<file path="config.mk">
export PLATFORM = sky130hd
export DESIGN_NAME = decode_front
export DESIGN_NICKNAME = d
export VERILOG_FILES = /design/src/rtl/decode_front_pkg.sv /design/src/rtl/decode_front_hazard_unit.sv /design/src/rtl/decode_front.sv
export SDC_FILE = /design/constraint.sdc
export NUM_CORES = 1
export LEC_CHECK = 0
export CAP_MARGIN = 25
export CORE_ASPECT_RATIO = 1.4
export CORE_MARGIN = 8
export CORE_UTILIZATION = 37
export CTS_CLUSTER_SIZE = 8
export DETAILED_ROUTE_END_ITERATION = 8
export PLACE_DENSITY_LB_ADDON = 0.1
export SLEW_MARGIN = 0
export SYNTH_ARGS = -nofsm -noshare
export SYNTH_HDL_FRONTEND = slang
export SYNTH_SLANG_ARGS = --single-unit
</file>
<file path="constraint.sdc">
create_clock -name clk -period 7.5 [get_ports clk]
set_input_delay 1.5 -clock clk [delete_from_list [all_inputs] [get_ports clk]]
set_output_delay 1.5 -clock clk [all_outputs]
set_load 0.01 [all_outputs]
</file>
<file path="src/rtl/decode_front_pkg.sv">
// Shared decode definitions for the decode front end.
// Contents: opcode encodings for the instructions resolved in decode,
// the bubble encoding, and an opcode classification helper.
package decode_front_pkg;

   typedef enum logic [5:0] {
      OP_RTYPE = 6'h00,
      OP_J     = 6'h02,
      OP_BEQ   = 6'h04,
      OP_BNE   = 6'h05,
      OP_LW    = 6'h23
   } opcode_e;

   // sll $0,$0,0
   localparam logic [31:0] NOP_ENC = 32'h0000_0000;

   function automatic logic is_cond_branch(input logic [5:0] op);
      return (op == OP_BEQ) || (op == OP_BNE);
   endfunction

endpackage

</file>
<file path="src/rtl/decode_front_hazard_unit.sv">
// Combinational hazard detection and compare-operand forward select.
// Ports:
//   rs_d, rt_d          source registers of the instruction in decode
//   is_branch           decode holds beq/bne
//   writereg_e/m        destination register in EX / MEM
//   regwrite_e/m        EX / MEM instruction writes the register file
//   memtoreg_e/m        EX / MEM instruction is a load
//   stall               freeze fetch and decode, bubble into ID/EX
//   fwd_a, fwd_b        take aluout_m instead of regfile data for rs/rt
module hazard_unit #(
   parameter int unsigned RA_W = 5
) (
   input  logic [RA_W-1:0] rs_d,
   input  logic [RA_W-1:0] rt_d,
   input  logic            is_branch,
   input  logic [RA_W-1:0] writereg_e,
   input  logic            regwrite_e,
   input  logic            memtoreg_e,
   input  logic [RA_W-1:0] writereg_m,
   input  logic            regwrite_m,
   input  logic            memtoreg_m,
   output logic            stall,
   output logic            fwd_a,
   output logic            fwd_b
);

   logic hit_e;
   logic hit_m;
   logic lwstall;
   logic brstall;

   // $0 is hardwired to zero, so a write to it never creates a dependency.
   always_comb begin
      hit_e   = (writereg_e != '0) && ((writereg_e == rs_d) || (writereg_e == rt_d));
      hit_m   = (writereg_m != '0) && ((writereg_m == rs_d) || (writereg_m == rt_d));
      lwstall = memtoreg_e && hit_e;
      // A load in MEM cannot forward its data yet; an ALU result in EX is not
      // available at all. Either way the compare would see stale operands.
      brstall = is_branch && ((regwrite_e && hit_e) || (memtoreg_m && hit_m));
      stall   = lwstall || brstall;
      fwd_a   = (rs_d != '0) && regwrite_m && (writereg_m == rs_d);
      fwd_b   = (rt_d != '0) && regwrite_m && (writereg_m == rt_d);
   end

endmodule

</file>
<file path="src/rtl/decode_front.sv">
// Decode front end: IF/ID pipeline register, early beq/bne/j resolution and
// hazard-driven stall/flush.
// Ports:
//   clk, reset                  rising-edge clock, synchronous active-high reset
//   pc_plus_4f, instructionf    fetch outputs captured into IF/ID
//   rd1_d, rd2_d                regfile read data for rs_d / rt_d
//   aluout_m                    MEM-stage ALU result for compare forwarding
//   writereg_e/m, regwrite_e/m, memtoreg_e/m   downstream hazard info
//   pc_branch_d, pcsrc_d        redirect target and select back to fetch
//   stallf, flush_e             freeze PC / bubble into ID/EX
//   instr_d, pc_plus_4d         registered instruction and PC+4
//   rs_d, rt_d, rd_d, signimm_d decoded register fields and immediate
module decode_front
   import decode_front_pkg::*;
#(
   parameter int unsigned     WIDTH     = 32,
   parameter int unsigned     RA_W      = 5,
   parameter logic [WIDTH-1:0] NOP_INSTR = WIDTH'(NOP_ENC)
) (
   input  logic             clk,
   input  logic             reset,
   input  logic [WIDTH-1:0] pc_plus_4f,
   input  logic [WIDTH-1:0] instructionf,
   input  logic [WIDTH-1:0] rd1_d,
   input  logic [WIDTH-1:0] rd2_d,
   input  logic [WIDTH-1:0] aluout_m,
   input  logic [RA_W-1:0]  writereg_e,
   input  logic             regwrite_e,
   input  logic             memtoreg_e,
   input  logic [RA_W-1:0]  writereg_m,
   input  logic             regwrite_m,
   input  logic             memtoreg_m,
   output logic [WIDTH-1:0] pc_branch_d,
   output logic             pcsrc_d,
   output logic             stallf,
   output logic             flush_e,
   output logic [WIDTH-1:0] instr_d,
   output logic [WIDTH-1:0] pc_plus_4d,
   output logic [RA_W-1:0]  rs_d,
   output logic [RA_W-1:0]  rt_d,
   output logic [RA_W-1:0]  rd_d,
   output logic [WIDTH-1:0] signimm_d
);

   logic [5:0]       op;
   logic             is_beq;
   logic             is_bne;
   logic             is_j;
   logic             stall;
   logic             fwd_a;
   logic             fwd_b;
   logic [WIDTH-1:0] srca;
   logic [WIDTH-1:0] srcb;
   logic             eq;
   logic             take;
   logic [WIDTH-1:0] br_target;
   logic [WIDTH-1:0] j_target;

   always_ff @(posedge clk) begin
      if (reset) begin
         instr_d    <= NOP_INSTR;
         pc_plus_4d <= '0;
      end else if (stall) begin
         instr_d    <= instr_d;
         pc_plus_4d <= pc_plus_4d;
      end else if (pcsrc_d) begin
         // squash the fetch behind a taken branch/jump
         instr_d    <= NOP_INSTR;
         pc_plus_4d <= '0;
      end else begin
         instr_d    <= instructionf;
         pc_plus_4d <= pc_plus_4f;
      end
   end

   always_comb begin
      op        = instr_d[31:26];
      is_beq    = (op == OP_BEQ);
      is_bne    = (op == OP_BNE);
      is_j      = (op == OP_J);
      rs_d      = instr_d[21 +: RA_W];
      rt_d      = instr_d[16 +: RA_W];
      rd_d      = instr_d[11 +: RA_W];
      signimm_d = {{(WIDTH-16){instr_d[15]}}, instr_d[15:0]};
   end

   hazard_unit #(
      .RA_W (RA_W)
   ) u_hazard (
      .rs_d       (rs_d),
      .rt_d       (rt_d),
      .is_branch  (is_cond_branch(op)),
      .writereg_e (writereg_e),
      .regwrite_e (regwrite_e),
      .memtoreg_e (memtoreg_e),
      .writereg_m (writereg_m),
      .regwrite_m (regwrite_m),
      .memtoreg_m (memtoreg_m),
      .stall      (stall),
      .fwd_a      (fwd_a),
      .fwd_b      (fwd_b)
   );

   always_comb begin
      srca      = fwd_a ? aluout_m : rd1_d;
      srcb      = fwd_b ? aluout_m : rd2_d;
      eq        = (srca == srcb);
      take      = (is_beq && eq) || (is_bne && !eq) || is_j;
      // a stalled branch is looking at stale operands and must not redirect
      pcsrc_d   = take && !stall;
      stallf    = stall;
      flush_e   = stall;
      br_target = pc_plus_4d + {signimm_d[WIDTH-3:0], 2'b00};
      j_target  = {pc_plus_4d[WIDTH-1:28], instr_d[25:0], 2'b00};
      pc_branch_d = is_j ? j_target : br_target;
   end

endmodule

</file>
==> results of run 1 <==
## worst max-delay path by stage
stage / startpoint / end / slack, ns / cells after the start
CTS: writereg_m[3] / pcsrc_d / 0.83 / 14
global placement: writereg_m[3] / pcsrc_d / 0.88 / 14
detailed placement: writereg_m[3] / pcsrc_d / 0.84 / 14
global route: writereg_m[3] / pcsrc_d / 0.64 / 14
floorplan: writereg_m[3] / pcsrc_d / 2.31 / 13
finish: writereg_m[3] / pcsrc_d / 0.84 / 14
## state kept, by name, summed over array words and instances, names as in the netlist
| signal | flops |
|---|---|
| instr_d | 32 |
| pc_plus_4d | 32 |
## tightest hold or removal path, cell delays in order, from the launching register on
cell,delay [ns]
dfxtp_1,0.33
mux2i_1,0.07
nor2_1,0.07
## report_power, final
group	switching, mW	leakage, nW	total, mW	internal [mW]
registers	0.0374	0.532	0.405	0.368
logic	0.292	3.28	0.641	0.348
clock network	0.160	0.155	0.461	0.301
total	0.490	3.97	1.51	1.02
## final cells by class
type	instances	area, um2	share of cell area, %
Antenna cell	2	5.00	0.0495
Tap cell	240	300	2.97
Timing Repair Buffer	332	3320	32.9
Clock inverter	6	92.6	0.916
Sequential cell	64	1280	12.7
Clock buffer	10	239	2.37
Multi-Input combinational cell	669	4510	44.6
Inverter	95	357	3.53
## cells in the final DEF (no fill, tap or decap), types with 3 or more instances in the layout
| cell type | Yosys | final |
|---|---|---|
| a211oi_1 | 4 | 4 |
| a21o_1 | 11 | 11 |
| a21oi_1 | 47 | 47 |
| a311oi_1 | 60 | 60 |
| a31oi_1 | 8 | 8 |
| and2_1 | 4 | 4 |
| and3_1 | 3 | 3 |
| buf_4 | 49 | 9 |
| clkbuf_16 | 0 | 9 |
| clkdlybuf4s50_1 | 0 | 321 |
| dfxtp_1 | 64 | 64 |
| ha_1 | 29 | 29 |
| inv_1 | 95 | 95 |
| mux2i_1 | 64 | 64 |
| nand2_1 | 42 | 42 |
| nand2b_1 | 6 | 6 |
| nand3_1 | 8 | 7 |
| nand4_1 | 9 | 9 |
| nor2_1 | 125 | 124 |
| nor2b_1 | 3 | 3 |
| nor3_1 | 65 | 65 |
| o2111ai_1 | 7 | 7 |
| o21a_1 | 3 | 3 |
| o21ai_0 | 26 | 26 |
| o21bai_1 | 5 | 5 |
| o22ai_1 | 28 | 28 |
| or2_2 | 2 | 3 |
| or4_1 | 3 | 3 |
| xnor2_1 | 50 | 50 |
| xor2_1 | 26 | 26 |
## cell usage after synthesis, types with 11 or more instances
cell / count
a21oi_1: 47
dfxtp_1: 64
a311oi_1: 60
o22ai_1: 28
o21ai_0: 26
nand2_1: 42
a21o_1: 11
nor2_1: 125
clkbuf_1: 27
buf_2: 18
xnor2_1: 50
nor3_1: 65
inv_1: 95
xor2_1: 26
ha_1: 29
mux2i_1: 64
buf_4: 49
## logic make-up (layout without fill, tap and decap cells)
kind of cell / Yosys count / after routing / synth area share [%]
AOI/OAI and AO/OA: 214 / 214 / 21.8
other: 0 / 2 / 0
buffers and inverters: 199 / 443 / 15.1
xor gates and xnor gates: 76 / 76 / 9.82
adders and majority gates: 30 / 30 / 5.65
and+or+nand+nor: 285 / 285 / 19.4
muxes: 64 / 64 / 9.45
DFF: 64 / 64 / 18.9
## metal layers
| layer | wire, um | vias to the layer above | track usage (%) | part of all wire [%] |
|---|---|---|---|---|
| met5 | 0 | - | 0 | 0 |
| met4 | 302 | 0 | 4.90 | 1.2 |
| met3 | 1900 | 19 | 5.53 | 7.6 |
| met1 | 9940 | 3398 | 23.9 | 40 |
| met2 | 12800 | 213 | 36.9 | 51 |
| li1 | - | 3746 | - | - |
==> results.txt, run 1 <==
share of layout cells above drive strength 1 -> 3.40%
worst-case reg-to-reg path depth -> 12
synth-to-layout area growth -> 49.0%
via count -> 7,376
ANT nets after route -> 0
max_cap viols -> 0
cell area after synthesis -> 6780 um2
RR Startpoint -> instr_d[18]
Critical-path top delay cell -> clkdlybuf4s50_1
Async S/R FF share, synth -> 0%
# Post-CTS Setup Buffers -> 0
die height -> 176 um
Hold Path Stages -> 2
htree depth -> 3
P per Cell Area -> 149 nW/um2
Pins Over Slew Limit -> 0
Fin. Hold Viols -> 0
antenna violations before repair -> 1
Setup Skew -> 0.00766 ns
WHS -> 0.515 ns
Gates resized, CTS repair -> 0
clk_lat worst skew -> 0.33 ns
die area -> 23,000 um2
RD Place Congestion -> 0.842
EDFF count, synth -> 0
clk slew on worst S/H paths -> 0.06 ns
Synth Warn # -> 0
post-layout util -> 56.1%
count of hold-fix buffers inserted at cts -> 0
Max Fclk -> 0.150 GHz
vias in the first global route -> 7,160
Hold EP -> pc_plus_4d[1]
Yosys top cell area share -> 18.9%
Clock Sinks -> 64
Placed Area -> 9770 um2
Chip Width -> 130 um
sequential area share after synthesis -> 18.9%
FF-to-FF setup slack -> 3.57 ns
Synth Flop Type -> dfxtp_1
count of final setup violators -> 0
Root Buffer -> clkbuf_16
Fillers -> 1,789
worst-path cell chain -> clkdlybuf4s50_1 > xor2_1 > a211o_2 > buf_4 > nor2_2 > buf_4 > nand2_1 > a31oi_1 > o2111ai_1 > nor4_1 > a211o_2 > nand2_1 > or2_2 > clkdlybuf4s50_1
Final Cycle Share -> 88.8%
router iterations before antenna repair -> 5
largest delay contributor family on the critical path -> buffers and inverters
worst setup margin -> 0.837 ns
critical path data required time -> 6.00 ns
Clock Path Buffers -> 2
Iter 0 DRT Violations -> 431
Starting Density -> 37.7%
register bit count reported by yosys -> 64
std cell rows -> 58
Pleak -> 3.97 nW
Mean Syn Cell Area -> 7.28 um2
drt wl/cell -> 17.6 um
DRC viols -> 0
net count after synthesis -> 1,138
CTS tree -> yes
outcome -> complete, no violations
Critical Path End Type -> primary output
Worst Path Max Fanout -> 60
Fin Setup TNS -> 0 ns
worst-margin pin slew -> 0.841 ns
Cell Count, Final, Fillers Out -> 1,418
total grt overflow -> 0
FF-to-FF End -> instr_d[1]
DP Worst Slack -> 0.837 ns
maximum VDD drop -> 0.000114 V
crit path launch type -> primary input
DR vias/cell -> 5.20
Tot GR Track Use -> 20.7%
Setup Crit Path Kind -> primary input to primary output
Slew HR -> 43.9%
post-synth top area cell -> dfxtp_1
HP Start -> pc_plus_4d[1]
buffer and inverter count on the worst path -> 4
first-pass GRT wire length -> 38.2 mm
Synth Instances -> 932
placed cells -> 1,400
main area contributors after synthesis -> dfxtp_1 19%, mux2i_1 9.4%, a311oi_1 7.7%
Num CTS Buffers -> 9
Port Buf Inserts -> 321
largest net degree at the start of global routing -> 97
I/O pins -> 322
fin area -> 10,100 um2
Final Power -> 1.51 mW
post-synth cell types -> 56
core area -> 18,000 um2
Post-DP HPWL -> 19.2 mm
worst hold path type -> flip-flop to flip-flop
final WL -> 24.9 mm
NumNets Final -> 1,377
RSZ-0062 raised after global routing -> no
Final min period -> 6.66 ns
CP max stage delay -> 0.49 ns
Critical Path AT -> 5.16 ns
Power figures use the tool's default switching activity.
==> run 2: changes to the inputs <==
==> constraint.sdc (replaced) <==
create_clock -name clk -period 6.2 [get_ports clk]
set_input_delay 0.62 -clock clk [delete_from_list [all_inputs] [get_ports clk]]
set_output_delay 0.62 -clock clk [all_outputs]
set_load 0.01 [all_outputs]
==> run 2 against run 1 <==
Effect of this change: clock skew rose by 0.0034 ns; setup slack better by 0.28 ns; worst hold slack improved by 0.0078 ns; sequential power increased by 21%; largest power group unchanged; critical endpoint unchanged; critical path depth is 1 lower; register-to-register slack worse by 1.5 ns; first-iteration DRC count rose by 2.1%; final cell count about the same; clock power increased by 22%; total power grew 21%.
==> results.txt, run 2 (synthesized netlist as in run 1, its figures left out) <==
outcome -> complete, no violations
FF-to-FF setup slack -> 2.06 ns
Gates resized, CTS repair -> 0
I/O pins -> 322
first-pass GRT wire length -> 37.9 mm
WHS -> 0.523 ns
antenna violations before repair -> 0
NumNets Final -> 1,377
RSZ-0062 raised after global routing -> no
Clk pwr share -> 30.7%
Hold Path Stages -> 2
die area -> 23,000 um2
Pleak -> 3.96 nW
Largest regs -> instr_d x32, pc_plus_4d x32
Final min period -> 5.08 ns
Slew HR -> 39.2%
worst-path cell chain -> clkdlybuf4s50_1 > xor2_1 > a211o_2 > or2_2 > buf_4 > a311oi_1 > o22ai_1 > nand4_1 > nor4_1 > a211o_2 > nand2_1 > or2_2 > clkdlybuf4s50_1
P_int -> 1.23 mW
Final Cycle Share -> 82.0%
# Post-CTS Setup Buffers -> 0
DRC viols -> 0
Tot GR Track Use -> 20.5%
RR Startpoint -> instr_d[22]
Clock Path Buffers -> 2
HP Start -> pc_plus_4d[0]
core area -> 18,000 um2
Pins Over Slew Limit -> 0
clk_lat worst skew -> 0.33 ns
Chip Width -> 130 um
placed cells -> 1,400
Comb pwr share -> 42.4%
largest net degree at the start of global routing -> 97
clk slew on worst S/H paths -> 0.06 ns
final WL -> 24.9 mm
Critical Path AT -> 4.46 ns
CTS tree -> yes
fin area -> 10,100 um2
NetSw -> 0.594 mW
Worst Path Max Fanout -> 42
worst-case reg-to-reg path depth -> 11
count of final setup violators -> 0
Cell Count, Final, Fillers Out -> 1,417
Fin Setup TNS -> 0 ns
Max Fclk -> 0.197 GHz
most frequent cells in the layout -> 321 x clkdlybuf4s50_1, 124 x nor2_1, 95 x inv_1, 65 x nor3_1
RD Place Congestion -> 0.856
Fillers -> 1,792
Num CTS Buffers -> 9
synth-to-layout area growth -> 48.6%
ANT nets after route -> 0
P per Cell Area -> 181 nW/um2
htree depth -> 3
maximum VDD drop -> 0.000158 V
vias in the first global route -> 7,107
via count -> 7,366
Post-DP HPWL -> 19.2 mm
Flop pwr share -> 26.9%
max_cap viols -> 0
worst hold path type -> flip-flop to flip-flop
std cell rows -> 58
CP max stage delay -> 0.62 ns
count of hold-fix buffers inserted at cts -> 0
Clock Sinks -> 64
Fin. Hold Viols -> 0
router iterations before antenna repair -> 5
FF-to-FF End -> instr_d[15]
critical path data required time -> 5.58 ns
worst-margin pin slew -> 0.912 ns
Root Buffer -> clkbuf_16
Critical-path top delay cell -> or2_2
Hold EP -> pc_plus_4d[0]
Critical Path End Type -> primary output
Starting Density -> 37.7%
Placed Area -> 9740 um2
most common cell after layout, fill and taps aside -> clkdlybuf4s50_1
drt wl/cell -> 17.6 um
Setup Skew -> 0.0111 ns
DR vias/cell -> 5.20
Port Buf Inserts -> 321
Iter 0 DRT Violations -> 440
crit path launch type -> primary input
share of layout cells above drive strength 1 -> 3.40%
total grt overflow -> 0
die height -> 176 um
sw frac -> 32.6%
Setup Crit Path Kind -> primary input to primary output
## run 2: layout make-up
| class | count | area, um2 | area share (%) |
|---|---|---|---|
| Antenna cell | 1 | 2.50 | 0.0248 |
| Clock buffer | 10 | 239 | 2.37 |
| Clock inverter | 6 | 92.6 | 0.919 |
| Inverter | 95 | 357 | 3.54 |
| Multi-Input combinational cell | 669 | 4510 | 44.7 |
| Sequential cell | 64 | 1280 | 12.7 |
| Tap cell | 240 | 300 | 2.98 |
| Timing Repair Buffer | 332 | 3300 | 32.7 |
## run 2: metrics by stage
step           setup WS [ns]  util (%)  power (mW)
2_1_floorplan           2.62         -       0.891
5_1_grt                0.888      56.0        1.93
3_3_place_gp            1.17      54.1        1.27
4_1_cts                 1.14      56.0        1.85
3_5_place_dp            1.14      54.1        1.27
6_report                1.12      56.0        1.82
## run 2: worst max-delay path: cells and delay by family
kind | cells | cell delay, ns
and+or+nand+nor | 5 | 1.55
buffers and inverters | 3 | 1.36
AOI/OAI and AO/OA | 4 | 0.70
xor gates and xnor gates | 1 | 0.21
## run 2: per-layer routing
layer	share of wire, %	global-route usage [%]
met1	40	23.1
met2	51	37.0
met3	7.5	5.62
met4	1.3	4.85
met5	0	0
## run 2: worst max path at each step
stage | end | start | cells after the start | slack [ns]
floorplan | pc_branch_d[29] | instr_d[15] | 11 | 2.62
global placement | pcsrc_d | writereg_m[3] | 13 | 1.17
detailed placement | pcsrc_d | writereg_m[3] | 13 | 1.14
CTS | pcsrc_d | writereg_m[3] | 13 | 1.14
global route | pcsrc_d | writereg_m[3] | 13 | 0.89
finish | pcsrc_d | writereg_m[3] | 13 | 1.12
## run 2: power groups by stage
stage / Clock [mW] / Sequential (mW) / Combinational (mW)
6_report: 0.561 / 0.490 / 0.773
5_1_grt: 0.591 / 0.497 / 0.839
4_1_cts: 0.575 / 0.491 / 0.780
3_5_place_dp: 0 / 0.499 / 0.775
3_3_place_gp: 0 / 0.499 / 0.773
2_1_floorplan: 0 / 0.504 / 0.387
==> run 3: changes to the inputs <==
==> constraint.sdc (replaced) <==
create_clock -name clk -period 4.7 [get_ports clk]
set_input_delay 0.47 -clock clk [delete_from_list [all_inputs] [get_ports clk]]
set_output_delay 0.47 -clock clk [all_outputs]
set_load 0.01 [all_outputs]
==> run 3 against run 2 <==
Effect of this change: clock skew shrank 0.0034 ns; register-to-register slack worse by 0.81 ns; cell area increased by 1.1%; flip-flop and latch count unchanged; clock power increased by 28%; via count up 0.76%; combinational power rose by 33%; sequential share of layout area shrank 0.14 points; worst hold slack got worse by 0.0046 ns; setup slack got worse by 0.93 ns.
==> results.txt, run 3 (synthesized netlist as in run 1, its figures left out) <==
Final Cycle Share -> 95.9%
htree depth -> 3
critical path data required time -> 4.23 ns
post-layout util -> 56.6%
vias in the first global route -> 7,063
WHS -> 0.518 ns
Fin. Hold Viols -> 0
Critical-path top delay cell -> or3_2
P per Cell Area -> 235 nW/um2
RD Place Congestion -> 0.871
synth-to-layout area growth -> 50.2%
Critical Path AT -> 4.04 ns
crit path from -> writereg_m[0]
Iter 0 DRT Violations -> 371
DRC viols -> 0
antenna violations before repair -> 1
std cell rows -> 58
Setup Crit Path Kind -> primary input to primary output
Clock Path Buffers -> 2
DR vias/cell -> 5.22
RR Startpoint -> instr_d[22]
Post-DP HPWL -> 19.3 mm
Setup Skew -> 0.00765 ns
CTS tree -> yes
Pleak -> 4.01 nW
most frequent cells in the layout -> 321 x clkdlybuf4s50_1, 124 x nor2_1, 95 x inv_1, 65 x nor3_1
outcome -> complete, no violations
total grt overflow -> 0
first-pass GRT wire length -> 37.6 mm
die height -> 176 um
Worst Path Max Fanout -> 56
Root Buffer -> clkbuf_16
Starting Density -> 37.7%
Pins Over Slew Limit -> 0
worst hold path type -> flip-flop to flip-flop
die area -> 23,000 um2
Largest regs -> instr_d x32, pc_plus_4d x32
Tot GR Track Use -> 20.4%
worst-margin pin slew -> 0.631 ns
RSZ-0062 raised after global routing -> no
share of layout cells above drive strength 1 -> 3.90%
clk_lat worst skew -> 0.33 ns
crit path launch type -> primary input
Fillers -> 1,730
router iterations before antenna repair -> 5
HP Start -> pc_plus_4d[1]
DP Worst Slack -> 0.108 ns
Critical Path End Type -> primary output
drt wl/cell -> 17.4 um
Final min period -> 4.51 ns
worst-path cell chain -> clkdlybuf4s50_1 > xnor2_1 > nand4_1 > or3_2 > buf_12 > o22ai_1 > o2111ai_1 > nor4_2 > a211o_2 > nand2_1 > or2_2 > clkdlybuf4s50_1
NumNets Final -> 1,382
buffer and inverter count on the worst path -> 3
most common cell after layout, fill and taps aside -> clkdlybuf4s50_1
core area -> 18,000 um2
count of final setup violators -> 0
Most common cell on crit path -> clkdlybuf4s50_1
ANT nets after route -> 0
largest net degree at the start of global routing -> 65
Storage cell area -> 1280 um2
Max Fclk -> 0.222 GHz
Placed Area -> 9850 um2
Slew HR -> 57.9%
CP max stage delay -> 0.66 ns
via count -> 7,422
max_cap viols -> 0
Port Buf Inserts -> 321
Clock Sinks -> 64
Num CTS Buffers -> 9
clk slew on worst S/H paths -> 0.06 ns
worst setup margin -> 0.191 ns
largest delay contributor family on the critical path -> simple AND/OR/NAND/NOR gates
final WL -> 24.8 mm
count of hold-fix buffers inserted at cts -> 0
I/O pins -> 322
Chip Width -> 130 um
maximum VDD drop -> 0.000179 V
area of the multi-input gates -> 4510 um2
fin area -> 10,200 um2
Fin Setup TNS -> 0 ns
[run 3: changes by cell type in the layout (fill, tap and decap cells not counted)]
cell,before,now
clkinv_2,0,1
buf_4,11,10
clkinv_4,2,1
clkbuf_8,1,0
nor4_1,1,0
nor4_2,1,2
clkinvlp_4,2,3
buf_12,0,6
[run 3: timing repair]
action / 4_1_cts / 5_1_grt
setup buffers: 0 / 0
endpoints found under the setup margin: 0 / 1
gates resized for setup: 0 / 1
[run 3: worst min-delay path, stage by stage, from the launching register on]
cell and delay (ns):
dfxtp_1 0.34, mux2i_1 0.07, nor2_1 0.07
[run 3: final timing paths]
check	slack, ns	endpoint	cells past startpoint
setup / recovery	0.19	pcsrc_d	12
setup reg to reg	1.25	instr_d[18]	12
hold / removal	0.52	pc_plus_4d[1]	2
hold reg to reg	0.52	pc_plus_4d[1]	2
[run 3: metal layers]
metal | wire length (um) | share of wire, % | global-route usage, %
met4 | 454 | 1.8 | 6.14
met5 | 0 | 0 | 0
met3 | 1870 | 7.5 | 5.22
met2 | 12400 | 50 | 36.6
met1 | 10100 | 41 | 23.0
[run 3: layout make-up]
type / count / share of cell area [%]
diodes: 1 / 0.0246
inverters: 95 / 3.50
repair buffers: 337 / 33.5
multi-input cells: 669 / 44.3
clock inverters: 7 / 0.946
flip-flops and latches: 64 / 12.6
clock buffers: 9 / 2.21
well taps: 240 / 2.95
[run 3: power by group]
| group | total, mW | switching [mW] | internal (mW) |
|---|---|---|---|
| logic | 1.03 | 0.467 | 0.563 |
| clock network | 0.719 | 0.255 | 0.464 |
| registers | 0.647 | 0.0604 | 0.586 |
| total | 2.40 | 0.783 | 1.61 |
[run 3: through the flow]
step / cells / total power [mW]
after floorplan: 932 / 1.17
after global placement: 1405 / 1.69
after detailed placement: 1405 / 1.69
after CTS: 1421 / 2.43
after global routing: 1422 / 2.53
final: 1422 / 2.40
